[config.mk]
export PLATFORM = sky130hd
export DESIGN_NAME = hazard_scoreboard
export DESIGN_NICKNAME = d
export VERILOG_FILES = /design/src/rtl/hzd_pkg.sv /design/src/rtl/hzd_md_timer.sv /design/src/rtl/hazard_scoreboard.sv
export SDC_FILE = /design/constraint.sdc
export NUM_CORES = 1
export LEC_CHECK = 0
export CAP_MARGIN = 10
export CORE_MARGIN = 3
export CORE_UTILIZATION = 35
export DETAILED_ROUTE_END_ITERATION = 8
export PLACE_DENSITY_LB_ADDON = 0.3
export SLEW_MARGIN = 20
export SYNTH_ARGS = -nofsm -noshare
export SYNTH_HDL_FRONTEND = slang
export SYNTH_SLANG_ARGS = --single-unit
[constraint.sdc]
create_clock -name clk -period 3.5 [get_ports clk]
set_input_delay 0.35 -clock clk [delete_from_list [all_inputs] [get_ports clk]]
set_output_delay 0.35 -clock clk [all_outputs]
set_load 0.1 [all_outputs]
[src/rtl/hzd_pkg.sv]
// Shared constants for the hazard scoreboard: field widths, forwarding select
// encoding, mult/div operation codes and default busy latencies.
package hzd_pkg;

    localparam int unsigned TW           = 3;
    localparam int unsigned SEL_RF       = 0;
    localparam int unsigned MULT_LAT_DEF = 5;
    localparam int unsigned DIV_LAT_DEF  = 10;

    localparam logic [1:0] MD_NONE = 2'b00;
    localparam logic [1:0] MD_HILO = 2'b01;
    localparam logic [1:0] MD_MULT = 2'b10;
    localparam logic [1:0] MD_DIV  = 2'b11;

    // Both mult and div starts have the upper code bit set.
    function automatic logic md_is_start(input logic [1:0] md);
        return md[1];
    endfunction

endpackage

[src/rtl/hzd_md_timer.sv]
// Multiply/divide busy countdown: loads the unit latency on a start, then
// counts down to zero; o_busy mirrors (count != 0).
module hzd_md_timer
    import hzd_pkg::*;
#(
    parameter int unsigned MULT_LAT = MULT_LAT_DEF,
    parameter int unsigned DIV_LAT  = DIV_LAT_DEF
) (
    input  logic clk,
    input  logic rst_n,
    input  logic i_start_mult,
    input  logic i_start_div,
    output logic o_busy
);

    localparam int unsigned LAT_MAX = (MULT_LAT > DIV_LAT) ? MULT_LAT : DIV_LAT;
    localparam int unsigned CW      = $clog2(LAT_MAX + 1);

    logic [CW-1:0] r_cnt;
    logic [CW-1:0] w_cnt_nxt;
    logic          r_busy;

    always_comb begin
        w_cnt_nxt = r_cnt;
        if (i_start_div) begin
            w_cnt_nxt = CW'(DIV_LAT);
        end else if (i_start_mult) begin
            w_cnt_nxt = CW'(MULT_LAT);
        end else if (r_cnt != '0) begin
            w_cnt_nxt = r_cnt - CW'(1);
        end
    end

    // Busy is registered from the next count so it equals (r_cnt != 0).
    always_ff @(posedge clk or negedge rst_n) begin
        if (!rst_n) begin
            r_cnt  <= '0;
            r_busy <= 1'b0;
        end else begin
            r_cnt  <= w_cnt_nxt;
            r_busy <= (w_cnt_nxt != '0);
        end
    end

    assign o_busy = r_busy;

endmodule

[src/rtl/hazard_scoreboard.sv]
// Pipeline hazard scoreboard: tracks producers in stages 1..NSTAGE after D,
// raises the D-stage stall and picks forwarding sources per consumer stage.
module hazard_scoreboard
    import hzd_pkg::*;
#(
    parameter int unsigned NSTAGE   = 3,
    parameter int unsigned TW       = hzd_pkg::TW,
    parameter int unsigned MULT_LAT = MULT_LAT_DEF,
    parameter int unsigned DIV_LAT  = DIV_LAT_DEF,
    localparam int unsigned SELW    = $clog2(NSTAGE + 1)
) (
    input  logic                   clk,
    input  logic                   rst_n,
    input  logic                   d_valid,
    input  logic [4:0]             d_rs,
    input  logic [4:0]             d_rt,
    input  logic [TW-1:0]          d_tuse_rs,
    input  logic [TW-1:0]          d_tuse_rt,
    input  logic [4:0]             d_waddr,
    input  logic [TW-1:0]          d_tnew,
    input  logic [1:0]             d_md,
    output logic                   stall,
    output logic                   md_busy,
    output logic [NSTAGE*SELW-1:0] fwd_rs,
    output logic [NSTAGE*SELW-1:0] fwd_rt
);

    logic          r_valid [1:NSTAGE];
    logic [4:0]    r_rs    [1:NSTAGE];
    logic [4:0]    r_rt    [1:NSTAGE];
    logic [4:0]    r_waddr [1:NSTAGE];
    logic [TW-1:0] r_tnew  [1:NSTAGE];
    logic [1:0]    r_md    [1:NSTAGE];

    logic [NSTAGE:1] w_wr_ok;
    logic [4:0]      w_src_rs [NSTAGE];
    logic [4:0]      w_src_rt [NSTAGE];
    logic [NSTAGE:1] w_hit_rs [NSTAGE];
    logic [NSTAGE:1] w_hit_rt [NSTAGE];

    logic [TW-1:0] w_tn_rs;
    logic [TW-1:0] w_tn_rt;
    logic          w_stall_rs;
    logic          w_stall_rt;
    logic          w_md_stall;
    logic          w_md_busy;
    logic          w_stall;

    // Entry array: on stall, entry 1 takes an all-zero bubble; older entries always advance.
    always_ff @(posedge clk or negedge rst_n) begin
        if (!rst_n) begin
            for (int k = 1; k <= int'(NSTAGE); k++) begin
                r_valid[k] <= 1'b0;
                r_rs[k]    <= '0;
                r_rt[k]    <= '0;
                r_waddr[k] <= '0;
                r_tnew[k]  <= '0;
                r_md[k]    <= '0;
            end
        end else begin
            if (w_stall) begin
                r_valid[1] <= 1'b0;
                r_rs[1]    <= '0;
                r_rt[1]    <= '0;
                r_waddr[1] <= '0;
                r_tnew[1]  <= '0;
                r_md[1]    <= '0;
            end else begin
                r_valid[1] <= d_valid;
                r_rs[1]    <= d_rs;
                r_rt[1]    <= d_rt;
                r_waddr[1] <= d_waddr;
                r_tnew[1]  <= d_tnew;
                r_md[1]    <= d_md;
            end
            for (int k = 2; k <= int'(NSTAGE); k++) begin
                r_valid[k] <= r_valid[k-1];
                r_rs[k]    <= r_rs[k-1];
                r_rt[k]    <= r_rt[k-1];
                r_waddr[k] <= r_waddr[k-1];
                r_tnew[k]  <= (r_tnew[k-1] == '0) ? '0 : r_tnew[k-1] - TW'(1);
                r_md[k]    <= r_md[k-1];
            end
        end
    end

    // Match matrix: consumer j (0 = D) against every strictly older producer k.
    for (genvar k = 1; k <= NSTAGE; k++) begin : g_wr
        assign w_wr_ok[k] = r_valid[k] && (r_waddr[k] != 5'd0);
    end

    for (genvar j = 0; j < NSTAGE; j++) begin : g_cons
        if (j == 0) begin : g_d
            assign w_src_rs[j] = d_rs;
            assign w_src_rt[j] = d_rt;
        end else begin : g_pipe
            assign w_src_rs[j] = r_rs[j];
            assign w_src_rt[j] = r_rt[j];
        end
        for (genvar k = 1; k <= NSTAGE; k++) begin : g_prod
            if (k > j) begin : g_live
                assign w_hit_rs[j][k] = w_wr_ok[k] && (r_waddr[k] == w_src_rs[j]);
                assign w_hit_rt[j][k] = w_wr_ok[k] && (r_waddr[k] == w_src_rt[j]);
            end else begin : g_dead
                assign w_hit_rs[j][k] = 1'b0;
                assign w_hit_rt[j][k] = 1'b0;
            end
        end
    end

    // Forward select: scan oldest to youngest so the nearest match overrides.
    always_comb begin
        logic [SELW-1:0] w_sel_rs;
        logic [SELW-1:0] w_sel_rt;
        fwd_rs   = '0;
        fwd_rt   = '0;
        w_sel_rs = SELW'(SEL_RF);
        w_sel_rt = SELW'(SEL_RF);
        for (int j = 0; j < int'(NSTAGE); j++) begin
            w_sel_rs = SELW'(SEL_RF);
            w_sel_rt = SELW'(SEL_RF);
            for (int k = int'(NSTAGE); k >= 1; k--) begin
                if (w_hit_rs[j][k]) begin
                    w_sel_rs = (r_tnew[k] == '0) ? SELW'(k) : SELW'(SEL_RF);
                end
                if (w_hit_rt[j][k]) begin
                    w_sel_rt = (r_tnew[k] == '0) ? SELW'(k) : SELW'(SEL_RF);
                end
            end
            fwd_rs[j*SELW +: SELW] = w_sel_rs;
            fwd_rt[j*SELW +: SELW] = w_sel_rt;
        end
    end

    // Remaining latency of the nearest producer for each D operand.
    always_comb begin
        w_tn_rs = '0;
        w_tn_rt = '0;
        for (int k = int'(NSTAGE); k >= 1; k--) begin
            if (w_hit_rs[0][k]) begin
                w_tn_rs = r_tnew[k];
            end
            if (w_hit_rt[0][k]) begin
                w_tn_rt = r_tnew[k];
            end
        end
    end

    assign w_stall_rs = (d_rs != 5'd0) && (d_tuse_rs != '1) && (w_tn_rs > d_tuse_rs);
    assign w_stall_rt = (d_rt != 5'd0) && (d_tuse_rt != '1) && (w_tn_rt > d_tuse_rt);
    assign w_md_stall = (d_md != MD_NONE) &&
                        (w_md_busy || (r_valid[1] && md_is_start(r_md[1])));
    assign w_stall    = d_valid && (w_stall_rs || w_stall_rt || w_md_stall);

    hzd_md_timer #(
        .MULT_LAT (MULT_LAT),
        .DIV_LAT  (DIV_LAT)
    ) u_md_timer (
        .clk          (clk),
        .rst_n        (rst_n),
        .i_start_mult (d_valid && !w_stall && (d_md == MD_MULT)),
        .i_start_div  (d_valid && !w_stall && (d_md == MD_DIV)),
        .o_busy       (w_md_busy)
    );

    assign stall   = w_stall;
    assign md_busy = w_md_busy;

endmodule

After elaboration in Yosys (flattened, before gate mapping)
Cells that the tools add are included.

storage, ports and cells
  flip-flop bits (word level) = 54
  bits of input ports = 29
  output and inout port bits = 14
  word-level logic and storage cells = 109

operators by class
  $add $sub $neg = 3
  magnitude comparators = 2
  equal/unequal tests = 16
  multiplexer cells = 32
  reductions and logical operators = 40

operator list
  operator                                          number
  equality test 5 bit                               12
  two-way mux 2 bit                                 15
  two-way mux 3 bit                                 9
  logical AND 1 bit                                 25
  nonzero test 5 bit                                5
  two-way mux 5 bit                                 3
  two-way mux 4 bit                                 3
  zero test 3 bit                                   3
  nonzero test 4 bit                                2
  > comparator 3 bit                                2
  inequality test 3 bit, second input constant      2
  subtractor 3 x 1 -> 3 bit, second input constant  2
  equality test 2 bit, second input constant        2
  subtractor 4 x 1 -> 4 bit, second input constant  1
  logical OR 1 bit                                  3
  two-way mux 1 bit                                 2
  nonzero test 2 bit                                1
  zero test 1 bit                                   1

Longest topological paths before layout
Gate-level depths: netlist of the first run.

  depth after elaboration = 17
  depth in mapped cells = 13
  mapped depth without buffers = 11

Modules after synthesis
A second synthesis of the first run with hierarchy kept.

unflattened totals
  cell total of the unflattened synthesis = 293
  area, all modules = 3059.2 µm²

by module, submodules not included
  module             instances  cells an instance  area an instance (µm²)
  hazard_scoreboard  1          267                2791.4
  hzd_md_timer       1          26                 267.8

Worst setup path before layout of the first run
No wires, ideal clock.

  path kind = register to output
  start = register r_waddr[6] (netlist name)
  end = output port fwd_rs[3]
  arrival time = 5.116 ns
  data required time = 3.150 ns
  path slack = -1.966 ns
  stages on the path, launching flop included = 7
  path buffers = 1
  path through = dfrtp_1 clkbuf_1 or4_1 o21ai_2 nor4_1 nor4_1 a21o_1

on the way
  word-level cells in the longest chain between the ends = 4
  elaborated cells on any way between the ends = 5
  classes of those cells = eq/ne: 1; mux: 1; reduce/logical: 3

RTL lines
  element                            line                      text
  from (decl)                        hazard_scoreboard.sv:31   logic [4:0] r_waddr [1:NSTAGE];
  from (signal, indexed assignment)  hazard_scoreboard.sv:80   r_waddr[k] <= r_waddr[k-1];
  nonzero test 5 bit                 hazard_scoreboard.sv:89   assign w_wr_ok[k] = r_valid[k] && (r_waddr[k] != 5'd0);
  logical AND 1 bit                  hazard_scoreboard.sv:89
  logical AND 1 bit *                hazard_scoreboard.sv:102  assign w_hit_rs[j][k] = w_wr_ok[k] && (r_waddr[k] == w_src_rs[j]);
  two-way mux 2 bit *                hazard_scoreboard.sv:123  if (w_hit_rs[j][k]) begin
  to (decl)                          hazard_scoreboard.sv:24   output logic [NSTAGE*SELW-1:0] fwd_rs,

Mark *: on every way between the ends. The rest lies on a longest branch, timed or not.

Worst setup path after layout of the first run
  start = register r_waddr[7] (netlist name)
  end = output port stall

on the way
  word-level cells in the longest chain between the ends = 10
  elaborated cells on any way between the ends = 17
  classes of those cells = order compare: 2; eq/ne: 2; mux: 4; reduce/logical: 9

RTL lines
  element                                                   line                                                text
  nonzero test 5 bit                                        hazard_scoreboard.sv:89
  logical AND 1 bit                                         hazard_scoreboard.sv:89
  logical AND 1 bit, on equally long branches               hazard_scoreboard.sv:102, hazard_scoreboard.sv:103
  two-way mux 3 bit, on equally long branches (2 in a row)  hazard_scoreboard.sv:140, hazard_scoreboard.sv:143
  > comparator 3 bit, on equally long branches              hazard_scoreboard.sv:149, hazard_scoreboard.sv:150
  logical AND 1 bit, on equally long branches               hazard_scoreboard.sv:149, hazard_scoreboard.sv:150
  logical OR 1 bit * (2 in a row)                           hazard_scoreboard.sv:153                            assign w_stall = d_valid && (w_stall_rs || w_stall_rt || w_md_stall);
  logical AND 1 bit *                                       hazard_scoreboard.sv:153
  to (decl)                                                 hazard_scoreboard.sv:22                             output logic stall,

Marks and branches as above.

==> results.toml, run 1 <==
[run_status]
status = "finished with violations"
violations = "negative setup slack"

[synth]
synth_xor_area_share_pct = 18.14
syn_nets = 326
yosysSeqAreaShare_pct = 45.03
synth-adder-area-share_pct = 4.673
synthMuxAreaShare_pct = 2.549
syn_inst = 286
netlist_area_um2 = 2945
synth.avg_cell_area_um2 = 10.30
ys_types = 40
synth_edf_count = 0
ys_warn_count = 0
yosys_most_used_dff = "dfrtp_1"
async_reset_ff_share_pct = 100.0
synth_top_family_by_area = "simple AND/OR/NAND/NOR gates"
ys_seq_elements = 53
synth-compound-area-share_pct = 6.457
yosys.area_share.simple_pct = 19.03

[clock_network]
clock_sinks = 53
cts_tree = "yes"
path_clk_slew_ns = 0.10
hold_buffers = 0
cts-root-buf = "clkbuf_8"
clkLatencyLatePin_ns = 0.31
htree_num_levels = 2
cts_buffer_depth = 2
cts_buffers = 5

[power_and_ir_drop]
leakage_uw = 0.001809
power.density_nw_per_um2 = 428.5
ir_worst_vdd_v = 0.0002487

[sta]
final.setup_skew_ns = 0.01127
min_period_ns = 3.703
report.final.slew_viol_count = 0
rsz0062_at_grt = "yes"
slew_headroom_pct = 34.19
max_freq_mhz = 270.1
tns_ns = -0.2029
tightest_slew_ns = 0.9840
setup_ws_ns = -0.2029
fin_crit_sh_pct = 105.8
final_hold_viol_count = 0
final-setup-viol-count = 1
holdWs_ns = 0.1399

[drt]
vias = 2295
routed_wl_um = 7169
vias_per_cell = 4.957
wl_per_cell_um = 15.48
first_pass_iters = 4
drt_iter0_markers = 74
ant_nets = 0
drc = 0

[finish]
area_delta_synth_final_pct = 40.91
fillers = 713
layout-drive-gt1-share_pct = 30.47
final-seq-area_um2 = 1330
multi_input_area_um2 = 1755
finalNetCount = 400
final_util_pct = 52.35
finalInstanceArea_um2 = 4150
diodes = 0

[worst_setup_path]
startpoint_type = "flip-flop"
max_stage_delay_ns = 0.57
path_class = "reg -> out"
endpoint_kind = "output pin"
worstPathMaxFanout = 3
worstPathRequired_ns = 3.15
worst_ep_arrival_time_ns = 3.35
cp_cell_sequence = "buf_6 > xnor2_4 > nand2_2 > or4_4 > nand3_2 > a31oi_2 > ha_1 > and2b_2 > o21a_1 > o221a_4 > o31ai_4 > clkinvlp_4 > buf_12"
crit_buf_inv = 3
cp_top_family = "simple AND/OR/NAND/NOR gates"
cp_slowest_cell = "or4_4"

[floorplanning]
num_io_pins = 43
core_um2 = 7928
initial_utilization_pct = 37.15
die_y_um = 97.74
die_area_um2 = 9552
die_width_um = 97.74
rows = 32

[global_route]
grt_pass1_wl_um = 12120
globalRouteTotalUtil_pct = 15.83
grt-ovfl-total = 0
grt_max_degree = 39
antenna_found_initial = 0
grt_pass1_vias = 2459

[place]
finalWeightedCongestion = 0.8608
place_ws_ns = -0.5053
hpwl_um = 5517
port-buffer-count = 42
placed_cell_area_um2 = 3801

[job]
max-cap-violations = 0

[worst_hold_path]
holdCritPathClass = "in -> async"
-- where the power goes --
group          total (µW)  internal (µW)  leakage, µW  switching [µW]
clock network         434            233    0.0000574             201
registers             772            697     0.000662            74.6
logic                 573            271      0.00109             302
-- registers in the layout (all words and copies together) (netlist names) --
register	cells
r_waddr	15
r_rs	10
r_rt	10
r_tnew	9
u_md_timer.r_cnt	4
r_valid	3
r_md	1
u_md_timer.o_busy	1
-- layout by cell type, fill, tap and decap left out, types with 7 or more instances in the layout --
master and count:
nand2_1 15, clkdlybuf4s50_1 18, buf_4 45, nand3_1 14, xnor2_1 32, xor2_1 23, dlygate4sd2_1 10, nor2_1 13
and2_1 18, dfrtp_1 50, or4_4 7, ha_1 10, inv_1 12
-- worst reg2reg max path: cells and delay by family (launching register included) --
family | cells | cell delay [ns]
AO/OA/AOI/OAI | 3 | 0.50
buffers and inverters | 3 | 0.44
flip-flops | 1 | 0.40
AND/OR/NAND/NOR | 6 | 1.52
adder cells (fa/ha/maj) | 1 | 0.30
XOR/XNOR | 1 | 0.16
-- repair_timing --
action / 4_1_cts / 5_1_grt
resized for setup: 31 / 16
pin swaps: 17 / 8
buffers inserted: 7 / 1
endpoints found under the setup margin: 2 / 5
-- final timing paths --
| path | startpoint | end | slack, ns | cells past startpoint |
|---|---|---|---|---|
| min in group clk | r_valid[1]$_DFF_PN0_ | r_valid[0]$_DFF_PN0_ | 0.44 | 0 |
| min reg2reg | r_valid[1]$_DFF_PN0_ | r_valid[0]$_DFF_PN0_ | 0.44 | 0 |
| max in group asynchronous | rst_n | r_rs[10]$_DFF_PN0_ | 2.62 | 2 |
| min | rst_n | r_rt[12]$_DFF_PN0_ | 0.14 | 1 |
| max | r_waddr[7]$_DFF_PN0_ | stall | -0.20 | 13 |
| max reg2reg | r_waddr[6]$_DFF_PN0_ | u_md_timer.o_busy$_DFF_PN0_ | 0.05 | 14 |
-- cell families after synthesis --
family / after synthesis
xor+xnor: 61
buf+inv: 29
compound gates: 26
flops: 53
fa+ha+maj: 11
mux: 7
simple gates: 99
-- cells in the mapped netlist, types with 2 or more instances --
| library cell | number | share of area (%) |
|---|---|---|
| buf_4 | 2 | 0.51 |
| a21boi_0 | 2 | 0.51 |
| dfrtp_1 | 53 | 45 |
| mux2i_1 | 6 | 2.0 |
| nor2_1 | 13 | 1.7 |
| a21oi_1 | 3 | 0.51 |
| clkbuf_1 | 7 | 0.89 |
| nand3_1 | 16 | 2.7 |
| nand2_1 | 17 | 2.2 |
| xor2_1 | 23 | 6.8 |
| and2_1 | 18 | 3.8 |
| o21a_1 | 2 | 0.51 |
| or4_1 | 10 | 2.5 |
| buf_1 | 3 | 0.38 |
| xnor2_1 | 38 | 11 |
| nor2b_1 | 4 | 0.85 |
| a31oi_1 | 6 | 1.3 |
| ha_1 | 11 | 4.7 |
| inv_1 | 13 | 1.7 |
| a21o_1 | 2 | 0.51 |
| nor4_1 | 10 | 2.1 |
| o21ai_0 | 4 | 0.68 |
| nor3_1 | 2 | 0.34 |
| a31o_2 | 2 | 0.59 |
| buf_2 | 4 | 0.68 |
-- metal layers --
layer  track usage (%)  wire [µm]
met1             20.41       3198
met2             26.88       3523
met3             2.714        275
met4             5.538        172
met5                 0          0
-- final cells by class --
cell class	instances	share of cell area [%]
clock buffers	6	1.990
repair buffers	83	18.42
well taps	102	3.075
inverters	13	1.266
multi-input cells	204	42.30
clock inverters	2	0.9044
flip-flops and latches	53	32.05
-- stage by stage --
stage,total power (µW),cells
CTS,1774,462
floorplan,1133,286
detailed placement,1311,448
global placement,1294,448
finish,1778,463
global route,1878,463
No activity file was read; power rests on OpenSTA's default activity.
==> run 2, diff against run 1 <==
Settings changed: GPL_TIMING_DRIVEN set to 0, SETUP_SLACK_MARGIN set to 0.4.
==> run 2 against run 1 <==
The flow still finishes with violations (negative setup slack). Clock skew fell by 0.0023 ns. Final cell count is 0.86% lower. Critical endpoint unchanged. Largest power group unchanged. Die area is the same. Register-to-register slack worse by 0.19 ns. Via count fell by 1.7%. Fmax fell by 6.3%. First-iteration DRC count up 26%. Highest routed layer unchanged. Cell area fell by 3.2%. Non-clock buffer count shrank 4. Clock-buffer cell count is 1 higher. Critical path type unchanged. Largest cell class unchanged. Utilization is 1.7 points lower.
==> results.toml, run 2 (synthesis results as in run 1) <==
[global_route]
grt_max_degree = 54
antenna_found_initial = 0
grt_pass1_vias = 2323
grt-ovfl-total = 0
grt_pass1_wl_um = 11450
globalRouteTotalUtil_pct = 15.02

[sta]
final-setup-viol-count = 6
report.final.slew_viol_count = 0
final_hold_viol_count = 0
tightest_slew_ns = 0.9637
tns_ns = -0.8297
slew_headroom_pct = 35.55
rsz0062_at_grt = "yes"
fin_crit_sh_pct = 112.9
min_period_ns = 3.951
max_freq_mhz = 253.1
final.setup_skew_ns = 0.009023
setup_ws_ns = -0.4509

[power_and_ir_drop]
leakage_uw = 0.001728
p_sw_share_pct = 33.20
seqPwrFrac_pct = 44.5
internal-power_uw = 1148
pwr-share-clk_pct = 21.8
power.density_nw_per_um2 = 427.6
p_comb_share_pct = 33.8
ir_worst_vdd_v = 0.0002893
power_uw = 1718
p_sw_uw = 570.5

[drt]
routed_wl_um = 7041
vias = 2255
ant_nets = 0
drc = 0
wl_per_cell_um = 15.34
drt_iter0_markers = 93
vias_per_cell = 4.913
first_pass_iters = 4

[place]
finalWeightedCongestion = 0.8420
placed_cell_area_um2 = 3647
place_ws_ns = -1.570
hpwl_um = 5192
port-buffer-count = 42

[finish]
layout-drive-gt1-share_pct = 28.01
finalNetCount = 396
layout_commonest_cell = "dfrtp_1"
finalInstanceArea_um2 = 4019
final_util_pct = 50.69
largest_reg_flops = 15
area_delta_synth_final_pct = 36.45
top_regs = "r_waddr x15, r_rs x10, r_rt x10"
diodes = 0
top_register = "r_waddr"
fillers = 726
layout_common_cells = "dfrtp_1 (53), xnor2_1 (37), buf_4 (24)"

[floorplanning]
rows = 32
initial_utilization_pct = 37.15
num_io_pins = 43
die_y_um = 97.74
core_um2 = 7928
die_width_um = 97.74
die_area_um2 = 9552

[worst_hold_path]
holdCritPathClass = "in -> async"

[clock_network]
cts-root-buf = "clkbuf_8"
cts_tree = "yes"
clock_sinks = 53
clkLatencyLatePin_ns = 0.31
path_clk_slew_ns = 0.09
cts_buffer_depth = 2
hold_buffers = 0
cts_buffers = 5
htree_num_levels = 2

[worst_setup_path]
reg2reg_slack_ns = -0.14
r2r-start = "r_waddr[6]$_DFF_PN0_"
startpoint_type = "flip-flop"
worstReg2RegEnd = "u_md_timer.o_busy$_DFF_PN0_"
endpoint_kind = "output pin"
worstPathRequired_ns = 3.15
worst_ep_arrival_time_ns = 3.60
worstPathMaxFanout = 4
ff2ff_path_depth = 15
path_class = "reg -> out"

[job]
max-cap-violations = 0

[run_status]
status = "finished with violations"
violations = "negative setup slack"
==> run 2: cell count changes in the layout (fill, tap and decap cells not counted), moves of 5 or more <==
cell	before	now
buf_2	1	10
xnor2_1	32	37
clkbuf_4	0	5
buf_12	6	1
buf_4	45	24
==> run 2: through the flow <==
step,instances,hold slack [ns]
floorplan,286,0.05441
global placement,430,0.3553
detailed placement,430,0.3568
CTS,452,0.09586
global route,459,0.1205
finish,459,0.06819
==> run 2: area by class of cell <==
cell class	instances	area [µm²]	share of cell area, %
clock inverter	1	5.005	0.1245
tap	102	127.6	3.176
clock buffer	7	96.34	2.397
buffer	16	116.4	2.895
sequential	53	1326	33.00
inverter	13	52.55	1.308
multi-input combinational	204	1738	43.24
timing repair buffer	63	556.8	13.85
==> run 2: layer usage <==
metal  GRT usage [%]  routed length [µm]  up-vias
met2           25.46                3495       49
met4           5.325                 125        0
met3           2.357                 264       11
met5               0                   0        -
met1           19.53                3156     1091
li1                -                   -     1104
==> run 2: timing repair <==
action | 4_1_cts | 5_1_grt
pin swaps | 12 | 13
endpoints found under the setup margin | 38 | 36
hold endpoints to repair | 0 | 0
setup buffers | 14 | 7
resized for setup | 74 | 32
==> run 2: worst max-delay path by stage <==
stage | end | cells past startpoint | start
2_1_floorplan | stall | 13 | r_waddr[7]$_DFF_PN0_
4_1_cts | stall | 14 | r_waddr[6]$_DFF_PN0_
3_5_place_dp | stall | 15 | d_rs[0]
6_report | stall | 15 | r_waddr[6]$_DFF_PN0_
5_1_grt | stall | 15 | r_waddr[6]$_DFF_PN0_
3_3_place_gp | stall | 15 | d_rs[0]
==> run 2: worst max-delay path, stage by stage, from the launching register on <==
cell and delay [ns]:
dfrtp_1 0.39, clkbuf_8 0.14, or4_4 0.55, o21ai_4 0.20
buf_4 0.15, nor4_4 0.05, nand2_1 0.10, a31oi_2 0.10
ha_1 0.32, and2b_2 0.20, o21a_1 0.18, o221a_4 0.26
o31ai_4 0.23, clkbuf_8 0.17, clkinvlp_4 0.08, buf_12 0.16
==> run 2: power groups by stage <==
stage / clock network [µW] / logic [µW] / registers (µW)
after floorplan: 0 / 370 / 773
after global placement: 0 / 504 / 773
after detailed placement: 0 / 520 / 776
after CTS: 385 / 557 / 763
after global routing: 411 / 635 / 774
final: 374 / 580 / 765
==> run 3, diff against run 2 <==
Settings changed: CAP_MARGIN 10 to 20, TNS_END_PERCENT set to 1.
==> run 3 against run 2 <==
The flow still finishes with violations (negative setup slack). Clock skew decreased by 0.0020 ns. Total power increased by 3.1%. Sequential cell count unchanged. Hold slack got worse by 0.0023 ns. Via count increased by 3.5%. Global-route usage increased by 0.17 points. Largest power group unchanged. Cell area increased by 2.6%. Register-to-register slack got worse by 0.03 ns. Final cell count decreased by 0.65%. Utilization increased by 1.3 points. Wire length increased by 3.9%. Critical endpoint unchanged. Critical path depth increased by 1.
==> results.toml, run 3 (synthesis results as in run 1) <==
[run_status]
status = "finished with violations"
violations = "negative setup slack"

[worst_setup_path]
max_stage_delay_ns = 0.58
endpoint_kind = "output pin"
cp_top_family = "buffers and inverters"
worstPathMaxFanout = 3
startpoint_type = "flip-flop"
cp_slowest_cell = "or4_4"
path_class = "reg -> out"
cp_cell_sequence = "clkbuf_8 > buf_4 > xnor2_2 > nand2_2 > or4_4 > buf_6 > buf_4 > nand3_2 > a31oi_2 > ha_1 > o21a_1 > o221a_4 > o31ai_4 > clkbuf_8 > clkinvlp_4 > buf_12"
crit_buf_inv = 7
worstPathRequired_ns = 3.15
worst_ep_arrival_time_ns = 3.58

[sta]
fin_crit_sh_pct = 112.3
slew_headroom_pct = 35.40
max_freq_mhz = 254.5
tns_ns = -0.6148
report.final.slew_viol_count = 0
final_hold_viol_count = 0
setup_ws_ns = -0.4298
min_period_ns = 3.930
final.setup_skew_ns = 0.007064
tightest_slew_ns = 0.9660
final-setup-viol-count = 3
rsz0062_at_grt = "yes"

[drt]
first_pass_iters = 4
ant_nets = 0
vias = 2335
vias_per_cell = 5.121
drt_iter0_markers = 119
routed_wl_um = 7313
drc = 0
wl_per_cell_um = 16.04

[global_route]
antenna_found_initial = 0
grt_pass1_vias = 2380
grt_max_degree = 54
grt-ovfl-total = 0
globalRouteTotalUtil_pct = 15.19
grt_pass1_wl_um = 11580

[clock_network]
cts-root-buf = "clkbuf_8"
cts_buffer_depth = 2
cts_tree = "yes"
clock_sinks = 53
cts_buffers = 5
htree_num_levels = 2
path_clk_slew_ns = 0.09
clkLatencyLatePin_ns = 0.31
hold_buffers = 0

[power_and_ir_drop]
p_sw_share_pct = 33.21
internal-power_uw = 1183
power_uw = 1771
pwr-share-clk_pct = 23.8
p_sw_uw = 588.2
power.density_nw_per_um2 = 429.4
ir_worst_vdd_v = 0.0003031
p_comb_share_pct = 32.7
leakage_uw = 0.001775
seqPwrFrac_pct = 43.4

[floorplanning]
num_io_pins = 43
initial_utilization_pct = 37.15
die_width_um = 97.74
die_y_um = 97.74
die_area_um2 = 9552
core_um2 = 7928
rows = 32

[place]
port-buffer-count = 42
finalWeightedCongestion = 0.8066
place_inst = 430
hpwl_um = 5187

[finish]
finalNetCount = 393
stdcell_count = 456
top_register = "r_waddr"
layout-drive-gt1-share_pct = 28.81
largest_reg_flops = 15
top_regs = "r_waddr x15, r_rs x10, r_rt x10"
fillers = 728
final_util_pct = 52.04
diodes = 0
layout_commonest_cell = "dfrtp_1"
area_delta_synth_final_pct = 40.06
layout_common_cells = "dfrtp_1 (53), xnor2_1 (34), xor2_1 (23), buf_4 (23), clkdlybuf4s50_1 (20)"

[job]
max-cap-violations = 0

[worst_hold_path]
holdCritPathClass = "in -> async"
## run 3: cell types whose count changed in the layout (fill, tap and decap cells not counted), sizes merged
cell / delta
clkdlybuf4s15: -3
dlymetal6s2s: +2
clkdlybuf4s50: -2
buf: +2
clkinvlp: +1
bufinv: +1
clkbuf: -4
## run 3: repair_timing
item	4_1_cts	5_1_grt
gates resized for setup	85	51
endpoints found under the setup margin	38	35
pin swaps	14	22
setup buffers	15	3
## run 3: layout make-up
class	instances	area [µm²]	area share, %
Sequential cell	53	1326	32.15
Clock inverter	3	46.29	1.122
Timing Repair Buffer	60	550.5	13.35
Buffer	16	121.4	2.942
Clock buffer	5	68.82	1.668
Multi-Input combinational cell	204	1832	44.40
Inverter	13	52.55	1.274
Tap cell	102	127.6	3.094
## run 3: worst paths after layout
path	depth (start not counted)	to	slack, ns	from
max	16	stall	-0.43	r_waddr[7]$_DFF_PN0_
min	1	r_waddr[11]$_DFF_PN0_	0.07	rst_n
max reg2reg	13	u_md_timer.o_busy$_DFF_PN0_	-0.17	r_waddr[7]$_DFF_PN0_
min reg2reg	0	r_waddr[4]$_DFF_PN0_	0.38	r_waddr[9]$_DFF_PN0_
max in group asynchronous	1	r_waddr[0]$_DFF_PN0_	3.00	rst_n
min in group clk	0	r_waddr[4]$_DFF_PN0_	0.38	r_waddr[9]$_DFF_PN0_
## run 3: per-stage QoR
step	hold slack, ns	worst slack (ns)	cell area (µm²)
finish	0.06588	-0.4298	4125
detailed placement	0.3581	-1.612	3585
global placement	0.3562	-1.583	3587
global route	0.1221	-0.6037	4125
CTS	0.09710	-0.4502	3915
floorplan	0.05441	-0.1799	3039
## run 3: layer usage
metal	vias to the layer above	GRT usage (%)	wire length (µm)
li1	1096	-	-
met1	1162	19.44	3151
met2	62	25.25	3652
met3	15	3.643	345
met4	0	5.218	164
met5	-	0	0
## run 3: power groups by stage
stage | logic, µW | clock network, µW | registers, µW
after global placement | 487 | 0 | 772
final | 580 | 422 | 769
after global routing | 635 | 458 | 780
after detailed placement | 503 | 0 | 775
after floorplan | 354 | 0 | 773
after CTS | 545 | 435 | 764
